<file path="config.mk">
export PLATFORM = sky130hd
export DESIGN_NAME = vga_timing_gen
export DESIGN_NICKNAME = d
export VERILOG_FILES = /design/src/rtl/vga_timing_pkg.sv /design/src/rtl/vga_axis_count.sv /design/src/rtl/vga_timing_gen.sv
export SDC_FILE = /design/constraint.sdc
export NUM_CORES = 1
export LEC_CHECK = 0
export ABC_AREA = 1
export ABC_CLOCK_PERIOD_IN_PS = 2000
export CAP_MARGIN = 20
export CORE_MARGIN = 5
export CORE_UTILIZATION = 34
export DETAILED_ROUTE_END_ITERATION = 10
export PLACE_DENSITY = 0.54
export SLEW_MARGIN = 40
export SYNTH_ARGS = -nofsm -noshare
export SYNTH_HDL_FRONTEND = slang
export SYNTH_SLANG_ARGS = --single-unit
</file>
<file path="constraint.sdc">
create_clock -name clock -period 2 [get_ports clock]
set_input_delay 0.4 -clock clock [delete_from_list [all_inputs] [get_ports clock]]
set_output_delay 0.4 -clock clock [all_outputs]
set_load 0.01 [all_outputs]
</file>
<file path="src/rtl/vga_timing_pkg.sv">
// rtl/vga_timing_pkg.sv - shared axis timing type, VGA 640x480 constants and window helper
package vga_timing_pkg;

  // One axis worth of timing: counter period plus the three decoded windows
  typedef struct packed {
    int unsigned total;
    int unsigned act_end;
    int unsigned sync_begin;
    int unsigned sync_end;
    int unsigned se_begin;
    int unsigned se_end;
  } vga_axis_t;

  typedef enum logic {
    SYNC_ACTIVE_LOW  = 1'b0,
    SYNC_ACTIVE_HIGH = 1'b1
  } sync_pol_e;

  localparam vga_axis_t VGA640_H = '{total: 800, act_end: 640, sync_begin: 656,
                                     sync_end: 752, se_begin: 64, se_end: 576};
  localparam vga_axis_t VGA640_V = '{total: 525, act_end: 480, sync_begin: 490,
                                     sync_end: 492, se_begin: 69, se_end: 411};

  // Half-open window test: lo <= c < hi
  function automatic logic in_window(int unsigned c, int unsigned lo, int unsigned hi);
    return (c >= lo) && (c < hi);
  endfunction

endpackage

</file>
<file path="src/rtl/vga_axis_count.sv">
// rtl/vga_axis_count.sv - one timing axis: wrapping counter, registered sync, next-count window decode
module vga_axis_count
  import vga_timing_pkg::*;
#(
  parameter int          CW         = 10,
  parameter int unsigned TOTAL      = 800,
  parameter int unsigned ACT_END    = 640,
  parameter int unsigned SYNC_BEGIN = 656,
  parameter int unsigned SYNC_END   = 752,
  parameter int unsigned SE_BEGIN   = 64,
  parameter int unsigned SE_END     = 576,
  parameter sync_pol_e   SYNC_POL   = SYNC_ACTIVE_LOW
) (
  input  logic          clock,
  input  logic          nReset,
  input  logic          step,
  input  logic          clear,
  output logic [CW-1:0] count,
  output logic          atEnd,
  output logic          sync,
  output logic          active,
  output logic          seActive
);

  if (TOTAL > 2 ** CW) begin : g_bad_total
    $fatal(1, "vga_axis_count: TOTAL does not fit in CW bits");
  end
  if (!(SYNC_BEGIN < SYNC_END && SYNC_END <= TOTAL)) begin : g_bad_sync
    $fatal(1, "vga_axis_count: sync window out of order or beyond TOTAL");
  end
  if (!(SE_BEGIN < SE_END && SE_END <= TOTAL)) begin : g_bad_se
    $fatal(1, "vga_axis_count: SE window out of order or beyond TOTAL");
  end
  if (!(ACT_END > 0 && ACT_END <= TOTAL)) begin : g_bad_act
    $fatal(1, "vga_axis_count: ACT_END must be in 1..TOTAL");
  end

  localparam logic SYNC_ON  = logic'(SYNC_POL);
  localparam logic SYNC_OFF = ~logic'(SYNC_POL);

  logic [CW-1:0] count_next;

  assign atEnd = (count == CW'(TOTAL - 1));

  // Next count: clear beats step; wrap at TOTAL-1 so no out-of-range state exists
  always_comb begin
    count_next = count;
    if (clear) begin
      count_next = '0;
    end else if (step) begin
      count_next = atEnd ? '0 : count + 1'b1;
    end
  end

  // Window decodes of the next count; the parent registers their combination
  assign active   = in_window(32'(count_next), 0, ACT_END);
  assign seActive = in_window(32'(count_next), SE_BEGIN, SE_END);

  // Counter and sync registered together so sync is aligned with count
  always_ff @(negedge clock or negedge nReset) begin
    if (!nReset) begin
      count <= '0;
      sync  <= in_window(0, SYNC_BEGIN, SYNC_END) ? SYNC_ON : SYNC_OFF;
    end else begin
      count <= count_next;
      sync  <= in_window(32'(count_next), SYNC_BEGIN, SYNC_END) ? SYNC_ON : SYNC_OFF;
    end
  end

endmodule

</file>
<file path="src/rtl/vga_timing_gen.sv">
// rtl/vga_timing_gen.sv - two-axis VGA timing generator with SE window and line/frame strobes
module vga_timing_gen
  import vga_timing_pkg::*;
#(
  parameter int          CW           = 10,
  parameter int unsigned H_TOTAL      = VGA640_H.total,
  parameter int unsigned H_ACT_END    = VGA640_H.act_end,
  parameter int unsigned H_SYNC_BEGIN = VGA640_H.sync_begin,
  parameter int unsigned H_SYNC_END   = VGA640_H.sync_end,
  parameter int unsigned H_SE_BEGIN   = VGA640_H.se_begin,
  parameter int unsigned H_SE_END     = VGA640_H.se_end,
  parameter int unsigned V_TOTAL      = VGA640_V.total,
  parameter int unsigned V_ACT_END    = VGA640_V.act_end,
  parameter int unsigned V_SYNC_BEGIN = VGA640_V.sync_begin,
  parameter int unsigned V_SYNC_END   = VGA640_V.sync_end,
  parameter int unsigned V_SE_BEGIN   = VGA640_V.se_begin,
  parameter int unsigned V_SE_END     = VGA640_V.se_end,
  parameter sync_pol_e   H_SYNC_POL   = SYNC_ACTIVE_LOW,
  parameter sync_pol_e   V_SYNC_POL   = SYNC_ACTIVE_LOW
) (
  input  logic          clock,
  input  logic          nReset,
  input  logic          ce,
  input  logic          resync,
  output logic [CW-1:0] hCount,
  output logic [CW-1:0] vCount,
  output logic          hSync,
  output logic          vSync,
  output logic          activeVid,
  output logic          activeSE,
  output logic          lineStart,
  output logic          frameStart
);

  localparam logic VID_AT_ORIGIN = in_window(0, 0, H_ACT_END) & in_window(0, 0, V_ACT_END);
  localparam logic SE_AT_ORIGIN  = in_window(0, H_SE_BEGIN, H_SE_END) &
                                   in_window(0, V_SE_BEGIN, V_SE_END);

  logic h_at_end, v_at_end;
  logic h_act_next, v_act_next, h_se_next, v_se_next;

  vga_axis_count #(
    .CW(CW), .TOTAL(H_TOTAL), .ACT_END(H_ACT_END),
    .SYNC_BEGIN(H_SYNC_BEGIN), .SYNC_END(H_SYNC_END),
    .SE_BEGIN(H_SE_BEGIN), .SE_END(H_SE_END), .SYNC_POL(H_SYNC_POL)
  ) u_h (
    .clock(clock), .nReset(nReset), .step(ce), .clear(resync),
    .count(hCount), .atEnd(h_at_end), .sync(hSync),
    .active(h_act_next), .seActive(h_se_next)
  );

  vga_axis_count #(
    .CW(CW), .TOTAL(V_TOTAL), .ACT_END(V_ACT_END),
    .SYNC_BEGIN(V_SYNC_BEGIN), .SYNC_END(V_SYNC_END),
    .SE_BEGIN(V_SE_BEGIN), .SE_END(V_SE_END), .SYNC_POL(V_SYNC_POL)
  ) u_v (
    .clock(clock), .nReset(nReset), .step(ce & h_at_end), .clear(resync),
    .count(vCount), .atEnd(v_at_end), .sync(vSync),
    .active(v_act_next), .seActive(v_se_next)
  );

  // Combined windows and strobes registered from next-state so they cannot glitch
  always_ff @(negedge clock or negedge nReset) begin
    if (!nReset) begin
      activeVid  <= VID_AT_ORIGIN;
      activeSE   <= SE_AT_ORIGIN;
      lineStart  <= 1'b0;
      frameStart <= 1'b0;
    end else begin
      activeVid  <= h_act_next & v_act_next;
      activeSE   <= h_se_next & v_se_next;
      lineStart  <= resync | (ce & h_at_end);
      frameStart <= resync | (ce & h_at_end & v_at_end);
    end
  end

endmodule

</file>
==> flow_summary.yaml <==
floorplanning:
  ios: 30
  initial_core_util_pct: 34.5
  die-area_um2: 6610
  core_um2: 5010
  die_h_um: 81.3
  num_rows: 26
  fp.dieW_um: 81.3
logic_synthesis:
  synth_warnings: 0
  synth_cells: 257
  yosys-mux-area-fraction_pct: 0
  synth_compound_area_share_pct: 2.89
  syn-num-nets: 264
  synth_area_per_cell_um2: 6.73
  seq_area_frac_synth_pct: 37.8
  synthArstFlopShare_pct: 100
  synth_xor_area_share_pct: 1.01
  synth-main-ff-cell: "dfrtn_1"
  yosys_register_bits: 26
  synthSimpleGateAreaFrac_pct: 46.2
  synth_edf_count: 0
  synthAdderAreaFrac_pct: 2.17
  synth_area_um2: 1730
  yosys.cell_types.count: 27
  synth_top_family_by_area: "simple AND/OR/NAND/NOR gates"
drt:
  viasPerCell: 4.50
  drt-wirelength-per-cell_um: 12.2
  wl_mm: 5.34
  dr.pass1.iters: 4
  drt_iter0_markers: 95
  drtAntennaViolNets: 0
  vias: 1965
  drc: 0
clock_tree:
  cts_tree: "yes"
  clk_latency_ns: 0.33
  cts_sinks: 26
  clockRootBuffer: "clkbuf_8"
  clk_pin_slew_worst_paths_ns: 0.07
  numCtsBuffers: 3
  ctsHoldBuffers: 0
  cts.path.max_buffers: 2
  cts_max_level: 1
place:
  place_congestion: 0.888
  dp_hpwl_mm: 3.96
  numPortBuffers: 29
  place_area_um2: 2600
timing:
  finalSetupViolations: 43
  skew_ns: 0.0541
  slew_headroom_pct: 74.1
  rsz0062_at_grt: "yes"
  fin_ws_ns: -0.430
  hold_violations: 0
  hold_slack_ns: 0.614
  tightest_slew_ns: 0.387
  slew_viol_final: 0
status:
  status: "finished, violations left"
  violations: "setup timing"
critical_path:
  startpoint_type: "input port"
  critPathRequiredTime_ns: 1.14
  cp_max_fo: 7
  endpoint_kind: "register"
  crit_chain: "buf_8 > nand4_1 > nor2_4 > nand2_2 > nand2_2 > nand3_4 > nor2_4 > nand2_2 > nand2_1 > nor2_1 > nand2_1 > nor2_1"
  cp_slowest_cell: "nor2_4"
  arrival_ns: 1.57
  crit_type: "input port to register"
  reg2reg_from: "u_h.count[0]$_DFF_NN0_"
  cp_common_cell: "nand2_2"
  crit_start: "ce"
  cp_top_family: "simple AND/OR/NAND/NOR gates"
  crit_buf_inv: 1
  slowest_delay_ns: 0.26
power_and_ir_drop:
  irDropWorstVdd_uv: 216
  power_leakage_nw: 1.54
  powerDensity_nw_per_um2: 347
finish:
  area_growth_pct: 66.2
  num_antenna_cells: 0
  layout.nets: 375
  design_area_um2: 2870
  fin_util_pct: 57.4
  n_fill_cell: 506
  drive_gt1_share_pct: 46.0
worst_hold_path:
  hold_path.class: "register to register"
  hp-start: "u_h.count[2]$_DFF_NN0_"
global_routing:
  grt_first_pass_wirelength_mm: 8.90
  antenna_found_initial: 0
  grt_max_degree: 15
  overflow: 0
  grtUsageTotal_pct: 17.5
  grt_pass1_vias: 2019
job:
  cap_violations: 0
-- sequential cells by signal, indices dropped and copies added (netlist names) --
register / count
lineStart: 1
u_h.sync: 1
u_v.sync: 1
u_h.count: 10
activeSE: 1
activeVid: 1
u_v.count: 10
frameStart: 1
-- routing by layer --
layer / vias up / part of all wire (%) / GRT usage [%]
met5: - / 0 / 0
met4: 0 / 1.7 / 6.42
met3: 9 / 3.3 / 2.22
met2: 32 / 52 / 32.2
met1: 909 / 43 / 20.4
li1: 1015 / - / -
-- final timing paths --
kind	cells past startpoint	to	slack, ns
hold / removal	3	u_h.count[2]$_DFF_NN0_	0.61
hold reg to reg	3	u_h.count[2]$_DFF_NN0_	0.61
setup reg to reg	15	activeSE$_DFF_NN0_	-0.18
max in group asynchronous	3	u_v.count[7]$_DFF_NN0_	0.38
setup / recovery	12	activeSE$_DFF_NN0_	-0.43
min in group asynchronous	2	u_h.count[2]$_DFF_NN0_	1.32
-- timing repair --
item                                    CTS  global route
setup buffers                            16             3
endpoints found under the setup margin   52            45
pin swaps                                27            11
gates cloned                              0             0
gates resized for setup                 152            18
-- worst min-delay path, cell delays in order (launching register included) --
cell and delay, ns:
dfrtn_1 0.41, buf_4 0.14, xor2_1 0.07, nor2_1 0.08
-- metrics by stage --
stage	setup TNS [ns]	instances	power, mW	worst slack, ns
after floorplan	-5.60	257	0.591	-0.631
after global routing	-11.46	437	1.05	-0.556
after global placement	-31.78	414	0.659	-1.22
final	-9.53	437	0.996	-0.430
after detailed placement	-32.39	414	0.661	-1.23
after CTS	-9.39	434	1.00	-0.445
-- cell usage after synthesis, types with 4 or more instances --
library cell	number	share of area, %
dfrtn_1	23	33
inv_1	37	8.0
inv_2	5	1.1
nand2_1	74	16
nand3_1	28	8.1
nand4_1	6	2.2
nor2_1	43	9.3
nor2_2	4	1.4
nor2_4	5	3.3
nor3_1	4	1.2
-- cells by family (layout without fill, tap and decap cells) --
logic type | after synthesis | after routing
adder cells (fa/ha/maj) | 3 | 3
flip-flops | 26 | 26
buffers and inverters | 45 | 155
AO/OA/AOI/OAI | 8 | 8
AND/OR/NAND/NOR | 173 | 173
XOR/XNOR | 2 | 2
-- placed cells by master, fill, tap and decap left out, types with 2 or more instances in the layout --
cell / count
ha_1: 3
o21ai_2: 2
nand4_1: 6
xor2_1: 2
inv_2: 9
inv_1: 34
buf_12: 2
dfstp_2: 3
nand3_4: 2
buf_2: 22
dfrtn_1: 23
nor2_2: 5
buf_6: 14
nor2_4: 9
nand2_1: 64
nor2_1: 38
nand3_1: 18
clkbuf_8: 3
nand2_4: 5
buf_4: 66
nor3_1: 3
nand3_2: 11
nand2_2: 8
-- cell type report --
class	instances	area [µm²]	area share [%]
multi-input combinational	186	1080	37.7
timing repair buffer	106	828	28.8
sequential	26	654	22.8
inverter	42	165	5.75
tap	70	87.6	3.05
clock buffer	4	45.0	1.57
clock inverter	3	11.3	0.392
-- power breakdown --
part / internal (mW) / total (mW) / switching (mW)
Combinational: 0.0550 / 0.111 / 0.0565
Clock: 0.151 / 0.348 / 0.197
Sequential: 0.535 / 0.537 / 0.00214
No activity file was read; power rests on OpenSTA's default activity.
